<file path="src/rtl/alarm_if.sv">
// alarm_if: clock-time inputs, buttons and alarm outputs of alarm_controller.
// The controller uses the slave modport; the clock/button side uses master.
interface alarm_if;
    logic       tick_1Hz;
    logic [3:0] sec_1s;
    logic [3:0] sec_10s;
    logic [3:0] min_1s;
    logic [3:0] min_10s;
    logic [3:0] hr_1s;
    logic [3:0] hr_10s;
    logic       am_pm;
    logic       alarm_en;
    logic       set_hr;
    logic       set_min;
    logic       set_am_pm;
    logic       stop;
    logic       snooze;
    logic [3:0] alarm_hr_10s;
    logic [3:0] alarm_hr_1s;
    logic [3:0] alarm_min_10s;
    logic [3:0] alarm_min_1s;
    logic       alarm_am_pm;
    logic       ringing;
    logic       snoozed;
    logic       buzzer;

    modport master (
        output tick_1Hz, sec_1s, sec_10s, min_1s, min_10s,
        output hr_1s, hr_10s, am_pm, alarm_en,
        output set_hr, set_min, set_am_pm, stop, snooze,
        input  alarm_hr_10s, alarm_hr_1s, alarm_min_10s, alarm_min_1s,
        input  alarm_am_pm, ringing, snoozed, buzzer
    );

    modport slave (
        input  tick_1Hz, sec_1s, sec_10s, min_1s, min_10s,
        input  hr_1s, hr_10s, am_pm, alarm_en,
        input  set_hr, set_min, set_am_pm, stop, snooze,
        output alarm_hr_10s, alarm_hr_1s, alarm_min_10s, alarm_min_1s,
        output alarm_am_pm, ringing, snoozed, buzzer
    );
endinterface

</file>
<file path="src/rtl/alarm_controller.sv">
// alarm_controller: alarm time, match, ring/stop/snooze/timeout and buzzer.
// Optional snooze support is enabled by defining ALARM_SNOOZE_EN.
module alarm_controller #(
    parameter int SNOOZE_MIN     = 9,
    parameter int RING_TIMEOUT_S = 60,
    parameter int BEEP_DIV       = 12_500_000
) (
    input logic   clk_50MHz,
    input logic   reset,
    alarm_if.slave bus
);

`ifdef ALARM_SNOOZE_EN
    typedef enum logic [1:0] {IDLE, ARMED, RINGING, SNOOZE} state_t;
`else
    typedef enum logic [1:0] {IDLE, ARMED, RINGING} state_t;
`endif

    localparam int BW = (BEEP_DIV > 1) ? $clog2(BEEP_DIV) : 1;

    state_t     state, state_n;
    logic [2:0] tick_s, hr_s, min_s, ap_s, stop_s;
    logic [1:0] en_s;
    logic       en, tick_p, hr_p, min_p, ap_p, stop_p;
    logic [3:0] alarm_hr;
    logic [5:0] alarm_min;
    logic       alarm_ap;
    logic [7:0] ring_ctr, ring_n;
    logic [BW-1:0] beep_ctr;
    logic       buzz;
    logic [7:0] clk_hr, clk_min;
    logic       match;
    logic [5:0] m10, m1;

`ifdef ALARM_SNOOZE_EN
    logic [2:0]  snz_s;
    logic        snz_p;
    logic [11:0] snz_ctr, snz_n;
`else
    wire unused_snz = bus.snooze;
    localparam int snz_min_unused = SNOOZE_MIN;
`endif

    always_ff @(posedge clk_50MHz or negedge reset) begin
        if (!reset) begin
            tick_s <= '0;
            hr_s   <= '0;
            min_s  <= '0;
            ap_s   <= '0;
            stop_s <= '0;
            en_s   <= '0;
        end else begin
            tick_s <= {tick_s[1:0], bus.tick_1Hz};
            hr_s   <= {hr_s[1:0], bus.set_hr};
            min_s  <= {min_s[1:0], bus.set_min};
            ap_s   <= {ap_s[1:0], bus.set_am_pm};
            stop_s <= {stop_s[1:0], bus.stop};
            en_s   <= {en_s[0], bus.alarm_en};
        end
    end

    assign tick_p = tick_s[1] & ~tick_s[2];
    assign hr_p   = hr_s[1] & ~hr_s[2];
    assign min_p  = min_s[1] & ~min_s[2];
    assign ap_p   = ap_s[1] & ~ap_s[2];
    assign stop_p = stop_s[1] & ~stop_s[2];
    assign en     = en_s[1];

`ifdef ALARM_SNOOZE_EN
    always_ff @(posedge clk_50MHz or negedge reset) begin
        if (!reset) snz_s <= '0;
        else        snz_s <= {snz_s[1:0], bus.snooze};
    end

    assign snz_p = snz_s[1] & ~snz_s[2];
`endif

    always_ff @(posedge clk_50MHz or negedge reset) begin
        if (!reset) begin
            alarm_hr  <= 4'd12;
            alarm_min <= 6'd0;
            alarm_ap  <= 1'b0;
        end else if (state == IDLE) begin
            if (hr_p)
                alarm_hr <= (alarm_hr == 4'd12) ? 4'd1 : alarm_hr + 4'd1;
            if (min_p)
                alarm_min <= (alarm_min == 6'd59) ? 6'd0 : alarm_min + 6'd1;
            if (ap_p)
                alarm_ap <= ~alarm_ap;
        end
    end

    assign m10 = alarm_min / 6'd10;
    assign m1  = alarm_min % 6'd10;

    assign bus.alarm_hr_10s  = (alarm_hr >= 4'd10) ? 4'd1 : 4'd0;
    assign bus.alarm_hr_1s   = (alarm_hr >= 4'd10) ? alarm_hr - 4'd10
                                                   : alarm_hr;
    assign bus.alarm_min_10s = m10[3:0];
    assign bus.alarm_min_1s  = m1[3:0];
    assign bus.alarm_am_pm   = alarm_ap;

    assign clk_hr  = {4'd0, bus.hr_10s} * 8'd10 + {4'd0, bus.hr_1s};
    assign clk_min = {4'd0, bus.min_10s} * 8'd10 + {4'd0, bus.min_1s};

    assign match = (clk_hr == {4'd0, alarm_hr})
                && (clk_min == {2'd0, alarm_min})
                && (bus.sec_10s == 4'd0)
                && (bus.sec_1s == 4'd0)
                && (bus.am_pm == alarm_ap);

    always_ff @(posedge clk_50MHz or negedge reset) begin
        if (!reset) begin
            state    <= IDLE;
            ring_ctr <= '0;
        end else begin
            state    <= state_n;
            ring_ctr <= ring_n;
        end
    end

`ifdef ALARM_SNOOZE_EN
    always_ff @(posedge clk_50MHz or negedge reset) begin
        if (!reset) snz_ctr <= '0;
        else        snz_ctr <= snz_n;
    end
`endif

    always_comb begin
        state_n = state;
        ring_n  = ring_ctr;
`ifdef ALARM_SNOOZE_EN
        snz_n   = snz_ctr;
`endif
        unique case (state)
            IDLE: begin
                if (en) state_n = ARMED;
            end
            ARMED: begin
                if (!en) begin
                    state_n = IDLE;
                end else if (tick_p && match) begin
                    state_n = RINGING;
                    ring_n  = '0;
                end
            end
            RINGING: begin
                if (!en) begin
                    state_n = IDLE;
                end else if (stop_p) begin
                    state_n = ARMED;
`ifdef ALARM_SNOOZE_EN
                end else if (snz_p) begin
                    state_n = SNOOZE;
                    snz_n   = 12'(SNOOZE_MIN * 60);
`endif
                end else if (tick_p) begin
                    if (ring_ctr == 8'(RING_TIMEOUT_S - 1))
                        state_n = ARMED;
                    else
                        ring_n = ring_ctr + 8'd1;
                end
            end
`ifdef ALARM_SNOOZE_EN
            SNOOZE: begin
                if (!en) begin
                    state_n = IDLE;
                end else if (stop_p) begin
                    state_n = ARMED;
                end else if (tick_p) begin
                    if (snz_ctr == 12'd1) begin
                        state_n = RINGING;
                        ring_n  = '0;
                    end else begin
                        snz_n = snz_ctr - 12'd1;
                    end
                end
            end
`endif
            default: state_n = IDLE;
        endcase
    end

    // buzzer restarts high on every entry into RINGING
    always_ff @(posedge clk_50MHz or negedge reset) begin
        if (!reset) begin
            buzz     <= 1'b0;
            beep_ctr <= '0;
        end else if (state_n != RINGING) begin
            buzz     <= 1'b0;
            beep_ctr <= '0;
        end else if (state != RINGING) begin
            buzz     <= 1'b1;
            beep_ctr <= '0;
        end else if (beep_ctr == BW'(BEEP_DIV - 1)) begin
            buzz     <= ~buzz;
            beep_ctr <= '0;
        end else begin
            beep_ctr <= beep_ctr + 1'b1;
        end
    end

    assign bus.buzzer  = buzz;
    assign bus.ringing = (state == RINGING);
`ifdef ALARM_SNOOZE_EN
    assign bus.snoozed = (state == SNOOZE);
`else
    assign bus.snoozed = 1'b0;
`endif

endmodule

</file>
<file path="src/flat_wrapper.sv">
// flat-port wrapper written by rule: the top's interface ports become plain ports
module alarm_controller_flat 
#(
    parameter int SNOOZE_MIN     = 9,
    parameter int RING_TIMEOUT_S = 60,
    parameter int BEEP_DIV       = 12_500_000
)
  (clk_50MHz, reset, bus_tick_1Hz, bus_sec_1s, bus_sec_10s, bus_min_1s, bus_min_10s, bus_hr_1s, bus_hr_10s, bus_am_pm, bus_alarm_en, bus_set_hr, bus_set_min, bus_set_am_pm, bus_stop, bus_snooze, bus_alarm_hr_10s, bus_alarm_hr_1s, bus_alarm_min_10s, bus_alarm_min_1s, bus_alarm_am_pm, bus_ringing, bus_snoozed, bus_buzzer);
  alarm_if bus_i ();
  input logic clk_50MHz;
  input logic reset;
  input wire logic [$bits(bus_i.tick_1Hz)-1:0] bus_tick_1Hz;
  input wire logic [$bits(bus_i.sec_1s)-1:0] bus_sec_1s;
  input wire logic [$bits(bus_i.sec_10s)-1:0] bus_sec_10s;
  input wire logic [$bits(bus_i.min_1s)-1:0] bus_min_1s;
  input wire logic [$bits(bus_i.min_10s)-1:0] bus_min_10s;
  input wire logic [$bits(bus_i.hr_1s)-1:0] bus_hr_1s;
  input wire logic [$bits(bus_i.hr_10s)-1:0] bus_hr_10s;
  input wire logic [$bits(bus_i.am_pm)-1:0] bus_am_pm;
  input wire logic [$bits(bus_i.alarm_en)-1:0] bus_alarm_en;
  input wire logic [$bits(bus_i.set_hr)-1:0] bus_set_hr;
  input wire logic [$bits(bus_i.set_min)-1:0] bus_set_min;
  input wire logic [$bits(bus_i.set_am_pm)-1:0] bus_set_am_pm;
  input wire logic [$bits(bus_i.stop)-1:0] bus_stop;
  input wire logic [$bits(bus_i.snooze)-1:0] bus_snooze;
  output wire logic [$bits(bus_i.alarm_hr_10s)-1:0] bus_alarm_hr_10s;
  output wire logic [$bits(bus_i.alarm_hr_1s)-1:0] bus_alarm_hr_1s;
  output wire logic [$bits(bus_i.alarm_min_10s)-1:0] bus_alarm_min_10s;
  output wire logic [$bits(bus_i.alarm_min_1s)-1:0] bus_alarm_min_1s;
  output wire logic [$bits(bus_i.alarm_am_pm)-1:0] bus_alarm_am_pm;
  output wire logic [$bits(bus_i.ringing)-1:0] bus_ringing;
  output wire logic [$bits(bus_i.snoozed)-1:0] bus_snoozed;
  output wire logic [$bits(bus_i.buzzer)-1:0] bus_buzzer;
  assign bus_i.tick_1Hz = bus_tick_1Hz;
  assign bus_i.sec_1s = bus_sec_1s;
  assign bus_i.sec_10s = bus_sec_10s;
  assign bus_i.min_1s = bus_min_1s;
  assign bus_i.min_10s = bus_min_10s;
  assign bus_i.hr_1s = bus_hr_1s;
  assign bus_i.hr_10s = bus_hr_10s;
  assign bus_i.am_pm = bus_am_pm;
  assign bus_i.alarm_en = bus_alarm_en;
  assign bus_i.set_hr = bus_set_hr;
  assign bus_i.set_min = bus_set_min;
  assign bus_i.set_am_pm = bus_set_am_pm;
  assign bus_i.stop = bus_stop;
  assign bus_i.snooze = bus_snooze;
  assign bus_alarm_hr_10s = bus_i.alarm_hr_10s;
  assign bus_alarm_hr_1s = bus_i.alarm_hr_1s;
  assign bus_alarm_min_10s = bus_i.alarm_min_10s;
  assign bus_alarm_min_1s = bus_i.alarm_min_1s;
  assign bus_alarm_am_pm = bus_i.alarm_am_pm;
  assign bus_ringing = bus_i.ringing;
  assign bus_snoozed = bus_i.snoozed;
  assign bus_buzzer = bus_i.buzzer;
  alarm_controller #(.SNOOZE_MIN(SNOOZE_MIN), .RING_TIMEOUT_S(RING_TIMEOUT_S), .BEEP_DIV(BEEP_DIV)) u_core (.clk_50MHz(clk_50MHz), .reset(reset), .bus(bus_i));
endmodule
</file>
<file path="config.mk">
export PLATFORM = sky130hd
export DESIGN_NAME = alarm_controller_flat
export DESIGN_NICKNAME = d
export VERILOG_FILES = /design/src/rtl/alarm_if.sv /design/src/rtl/alarm_controller.sv /design/src/flat_wrapper.sv
export SDC_FILE = /design/constraint.sdc
export NUM_CORES = 1
export LEC_CHECK = 0
export BUFFER_PORTS_ARGS = -buffer_cell sky130_fd_sc_hd__buf_2
export CAP_MARGIN = 20
export CORE_ASPECT_RATIO = 1.4
export CORE_MARGIN = 2
export CORE_UTILIZATION = 45
export DETAILED_ROUTE_END_ITERATION = 6
export PLACE_DENSITY = 0.71
export RECOVER_POWER = 50
export SLEW_MARGIN = 20
export SYNTH_ARGS = -nofsm -noshare
export SYNTH_HDL_FRONTEND = slang
export SYNTH_SLANG_ARGS = --single-unit
</file>
<file path="constraint.sdc">
create_clock -name clk_50MHz -period 5.45 [get_ports clk_50MHz]
set_input_delay 0.8175 -clock clk_50MHz [delete_from_list [all_inputs] [get_ports clk_50MHz]]
set_output_delay 0.8175 -clock clk_50MHz [all_outputs]
set_load 0.005 [all_outputs]
</file>
* Word level (Yosys, flattened, before mapping)
Index checks and enable logic that the tools add are counted.
Word-level totals: bits of input ports 34, flip-flop bits (word level) 63, output and inout port bits 20
Cells by class: multiplexer cells 25, eq/ne operators 17, divide/modulo/power cells 2, reduce and logical (&&, ||, !) cells 14, $mul 2, magnitude comparators 1, $add $sub $neg 7, bitwise logic cells 12
Operators with widths (count):
- $mux 24 | 3
- $mux 8 | 6
- $add 24x1->24 const B | 1
- $eq 24x24->1 const B | 1
- $add 8x4->8 | 2
- $pmux 8 s2 | 1
- $mul 4x3->7 const B | 2
- $mux 2 | 7
- $add 8x1->8 const B | 1
- $eq 8x4->1 | 1
- $eq 8x6->1 | 1
- $eq 8x6->1 const B | 1
- $logic_not 4->1 | 2
- $mux 4 | 2
- $ne 2x1->1 const B | 4
- $ne 2x2->1 const B | 4
- $not 1->1 | 7
- $reduce_and 7->1 | 1
- $add 6x1->6 const B | 1
- $div 6x4->6 const B | 1
- $eq 6x6->1 const B | 1
- $mod 6x4->6 const B | 1
- $mux 6 | 1
- $pmux 2 s3 | 1
- other kinds (14) | 27

* Logic depth before layout (Yosys ltp)
depth after elaboration 13, depth in mapped cells 11, mapped depth without buffers 10

* Worst setup path before layout
No wires, ideal clock.
path type input to register, from input port bus_min_10s[1], to register u_core.ring_ctr[0], stages 11, data arrival time 3.698 ns, setup time 0.125 ns, buffers on the path 1, data required time 5.325 ns, setup slack 1.628 ns, cell sequence ha_1 ha_1 fa_1 nand4b_1 or4b_1 o211a_2 nor4_4 a41oi_4 or2_1 buf_6 mux2_2
Between the ends: cells in the longest elaborated chain, start to end 10
RTL lines:
- from (decl) | line flat_wrapper.sv:16 | input wire logic [$bits(bus_i.min_10s)-1:0] bus_min_10s;
- $mul 4x3->7 | line alarm_controller.sv:104 | assign clk_min = {4'd0, bus.min_10s} * 8'd10 + {4'd0, bus.min_1s};
- $add 8x4->8 | line alarm_controller.sv:104
- $eq 8x6->1 | line alarm_controller.sv:107 | && (clk_min == {2'd0, alarm_min})
- $logic_and 1x1->1 | line alarm_controller.sv:107
- $logic_and 1x1->1 | line alarm_controller.sv:108 | && (bus.sec_10s == 4'd0)
- $logic_and 1x1->1 | line alarm_controller.sv:109 | && (bus.sec_1s == 4'd0)
- $logic_and 1x1->1 | line alarm_controller.sv:110 | && (bus.am_pm == alarm_ap);
- $logic_and 1x1->1 | line alarm_controller.sv:142 | end else if (tick_p && match) begin
- $ne 2x1->1 (no source line)
- $reduce_and 7->1 (no source line)
- to (signal assigned) | line alarm_controller.sv:118 | ring_ctr <= ring_n;
- to (decl) | line alarm_controller.sv:28 | logic [7:0] ring_ctr, ring_n;
Every way passes these cells. A chain may end at the register's enable or synchronous reset.

* Worst setup path in the final report
from input port bus_min_10s[1], to register u_core.beep_ctr[20]
Between the ends: cells in the longest elaborated chain, start to end 13
RTL lines:
- $mul 4x3->7 | line alarm_controller.sv:104
- $add 8x4->8 | line alarm_controller.sv:104
- $eq 8x6->1 | line alarm_controller.sv:107
- $logic_and 1x1->1 | line alarm_controller.sv:107
- $logic_and 1x1->1 | line alarm_controller.sv:108
- $logic_and 1x1->1 | line alarm_controller.sv:109
- $logic_and 1x1->1 | line alarm_controller.sv:110
- $logic_and 1x1->1 | line alarm_controller.sv:142
- $mux 2 | line alarm_controller.sv:142
- $mux 2 | line alarm_controller.sv:140 | if (!en) begin
- $pmux 2 s3 | line alarm_controller.sv:135 | unique case (state)
- $ne 2x2->1 | line alarm_controller.sv:189 | end else if (state_n != RINGING) begin
- $mux 24 | line alarm_controller.sv:189
- to (signal assigned) | line alarm_controller.sv:199 | beep_ctr <= beep_ctr + 1'b1;
- to (decl) | line alarm_controller.sv:29 | logic [BW-1:0] beep_ctr;
Every way passes these cells.

==> results.toml <==
[placement]
portBuffers = 47
place_hpwl_mm = 5.60
gp_congestion = 0.800

[clock_network]
post_cts_resized = 0
clock_path_buffers = 2
cts_tree = "built"
htreeDepth = 3
clkSlewWorstSetupHoldPaths_ps = 50
cts_setup_buffers = 0
hold_buffers = 0
cts-root-buf = "clkbuf_16"
numCtsBuffers = 9
cts_num_sinks = 63
insertion_delay_ps = 330

[grt]
grt_pass1_vias = 3033
antenna_found_initial = 0
grt_pass1_wl_mm = 13.2
grt_max_degree = 64
grt-ovfl-total = 0
gr-usage-all-layers = 0.170

[worst_setup_path]
worst_setup_path_start_kind = "input port"
rr_startpoint = "u_core.alarm_min[3]"
arrival_ps = 4140
cp_slowest_cell = "a211o_1"
cp_max_fo = 24
crit_start = "bus_min_10s[1]"
path_class = "input port to flop"
cp_top_family = "simple AND/OR/NAND/NOR gates"
timing.rr.end = "u_core.beep_ctr[20]"
crit_path_end_kind = "flop"
max_stage_delay_ps = 620
r2r_slack_ps = 2740
worstRegToRegCells = 7
critical_path_buf_inv_count = 1
worstPathRequired_ps = 5700
critical_path.cell_chain = "buf_2 > ha_1 > ha_1 > fa_1 > nand4b_1 > or4b_1 > o211a_2 > nor4_4 > nand4b_1 > a211o_1 > nor2_1"

[power_and_ir_drop]
pwr_density_cell_nw_per_um2 = 354
leakagePower_nw = 2.07
total_power_w = 0.00161
peakVddDrop_mv = 0.160

[timing]
fmaxAchievable_mhz = 257
drv_slew = 64
finalCriticalPeriod_ps = 3890
hold_violations = 0
rsz0062_at_grt = "no"
relSlewSlack = -1.22
fin_crit_sh = 0.714
tns_ps = 0
worstMarginPinSlew_ps = 3330
setup_viol = 0
fin_skew_ps = 7.06

[run_status]
violations = "max-capacitance violations, max-slew violations"
status = "complete, but fails checks"

[yosys]
ys_seq_area_frac = 0.397
synth_ff_type = "dfrtp_1"
synth-edff-count = 0
ys_seq_elements = 63
yosysUniqueCellTypes = 63
postSynth.asyncResetShare = 1.00
synth_area_um2 = 3980
yosysWarnings = 0
synth_cells = 408
postSynthAreaPerCell_um2 = 9.75

[layout]
post-route-util = 0.526
area_growth_pct = 13.9
diodes = 0
nets = 521
drive_gt1_frac = 0.164

[route]
drt-total-wl_mm = 7.59
vias_per_cell = 5.35
routed-wl-met3_um = 301
drcViolationCount = 0
top_layer = "met4"
vias = 3007
final_antenna_net_count = 0
dr.pass1.iters = 4
wire_per_inst_um = 13.5
drt-initial-drc-count = 176
met1_length_mm = 3.35
route.met2.wl_mm = 3.79

[floorplan]
num_io_pins = 54
core_um2 = 8610
fp.dieH_um = 115
start_util = 0.462
rows = 40
die_area_um2 = 9620
die_x_um = 83.5

[worst_hold_path]
holdCritPathClass = "flop to flop"
hold_depth = 0
holdCritStartpoint = "u_core.tick_s[0]"
hold_end = "u_core.tick_s[1]"

[job]
maxCapViolCount = 1
[area by class of cell]
class,count,area (um^2)
inverter,25,93.8
sequential,63,1580
fill,802,4080
tap,105,131
multi-input combinational,305,2210
clock buffer,13,260
clock inverter,3,17.5
timing repair buffer,48,239
[cells in the mapped netlist, drive strengths merged (3+ instances only)]
master / instances / area [um^2]
a21o: 3 / 22.5
a21oi: 14 / 70.1
and3: 6 / 37.5
buf: 12 / 83.8
clkbuf: 7 / 26.3
dfrtp: 61 / 1530
fa: 4 / 80.1
ha: 31 / 388
inv: 24 / 90.1
mux2: 3 / 33.8
mux2i: 3 / 30.0
nand2: 22 / 82.6
nand2b: 9 / 56.3
nand3: 19 / 95.1
nand3b: 4 / 30.0
nand4: 8 / 50.1
nand4b: 3 / 26.3
nor2: 50 / 188
nor3: 8 / 40.0
nor4: 4 / 40.0
o21ai: 15 / 75.1
o31ai: 7 / 52.6
or2: 3 / 18.8
or4: 4 / 30.0
xnor2: 17 / 149
xor2: 24 / 210
[sequential cells by signal (all words and copies together) (netlist names), 4 cells and up]
signal and flops:
u_core.alarm_min 6, u_core.ring_ctr 8, u_core.beep_ctr 24, u_core.alarm_hr 4
[worst max-delay path by stage]
stage	endpoint	slack, ps	depth (start not counted)
6_report	u_core.beep_ctr[20]	1560	11
2_1_floorplan	u_core.ring_ctr[0]	1630	11
3_3_place_gp	u_core.beep_ctr[2]	1240	11
5_1_grt	u_core.alarm_hr[1]	1070	2
4_1_cts	u_core.beep_ctr[18]	1520	11
3_5_place_dp	u_core.beep_ctr[13]	1190	11
[cell families after synthesis]
kind of cell             count (synthesis)  share of synthesized area
AND/OR/NAND/NOR                        152                      0.198
adder cells (fa/ha/maj)                 35                      0.118
buffers and inverters                   44                     0.0513
flip-flops                              63                      0.397
multiplexers                             6                     0.0160
AO/OA/AOI/OAI                           64                      0.118
XOR/XNOR                                43                      0.102
other                                    1                   0.000943
[routing by layer]
metal	track usage	vias up
met1	0.201	1434
met5	0	-
met2	0.291	63
li1	-	1499
met3	0.0438	11
met4	0.0763	0
[through the flow]
stage          instance area (um^2)  cells  hold WS, ps  worst slack (ps)
2_1_floorplan                  3990    412          331              1630
3_3_place_gp                   4260    546          335              1240
3_5_place_dp                   4260    546          335              1190
4_1_cts                        4530    562          346              1520
5_1_grt                        4530    562          348              1070
6_report                       4530    562          344              1560
[report_power, final]
group	switching, W	total [W]	internal [W]	leakage (nW)
Sequential	0.0000851	0.000602	0.000517	0.818
Combinational	0.000260	0.000486	0.000226	1.11
Clock	0.000188	0.000518	0.000330	0.136
[cells in the final DEF, fill, tap and decap left out, types with 4 or more instances in the layout]
cell | synthesis | routed
nand3b_1 | 4 | 4
nor2_1 | 50 | 50
o21ai_0 | 14 | 14
inv_1 | 24 | 24
nand2b_1 | 9 | 9
clkbuf_16 | 0 | 9
nand2_1 | 22 | 22
and3_1 | 6 | 6
xnor2_1 | 17 | 17
xor2_1 | 24 | 24
o31ai_1 | 7 | 7
dfrtp_1 | 61 | 61
buf_2 | 4 | 47
nand3_1 | 19 | 19
ha_1 | 31 | 31
conb_1 | 1 | 5
nor3_1 | 8 | 8
fa_1 | 4 | 4
nand4_1 | 8 | 8
or4_1 | 4 | 4
a21oi_1 | 14 | 14
No activity file was read; power rests on OpenSTA's default activity.
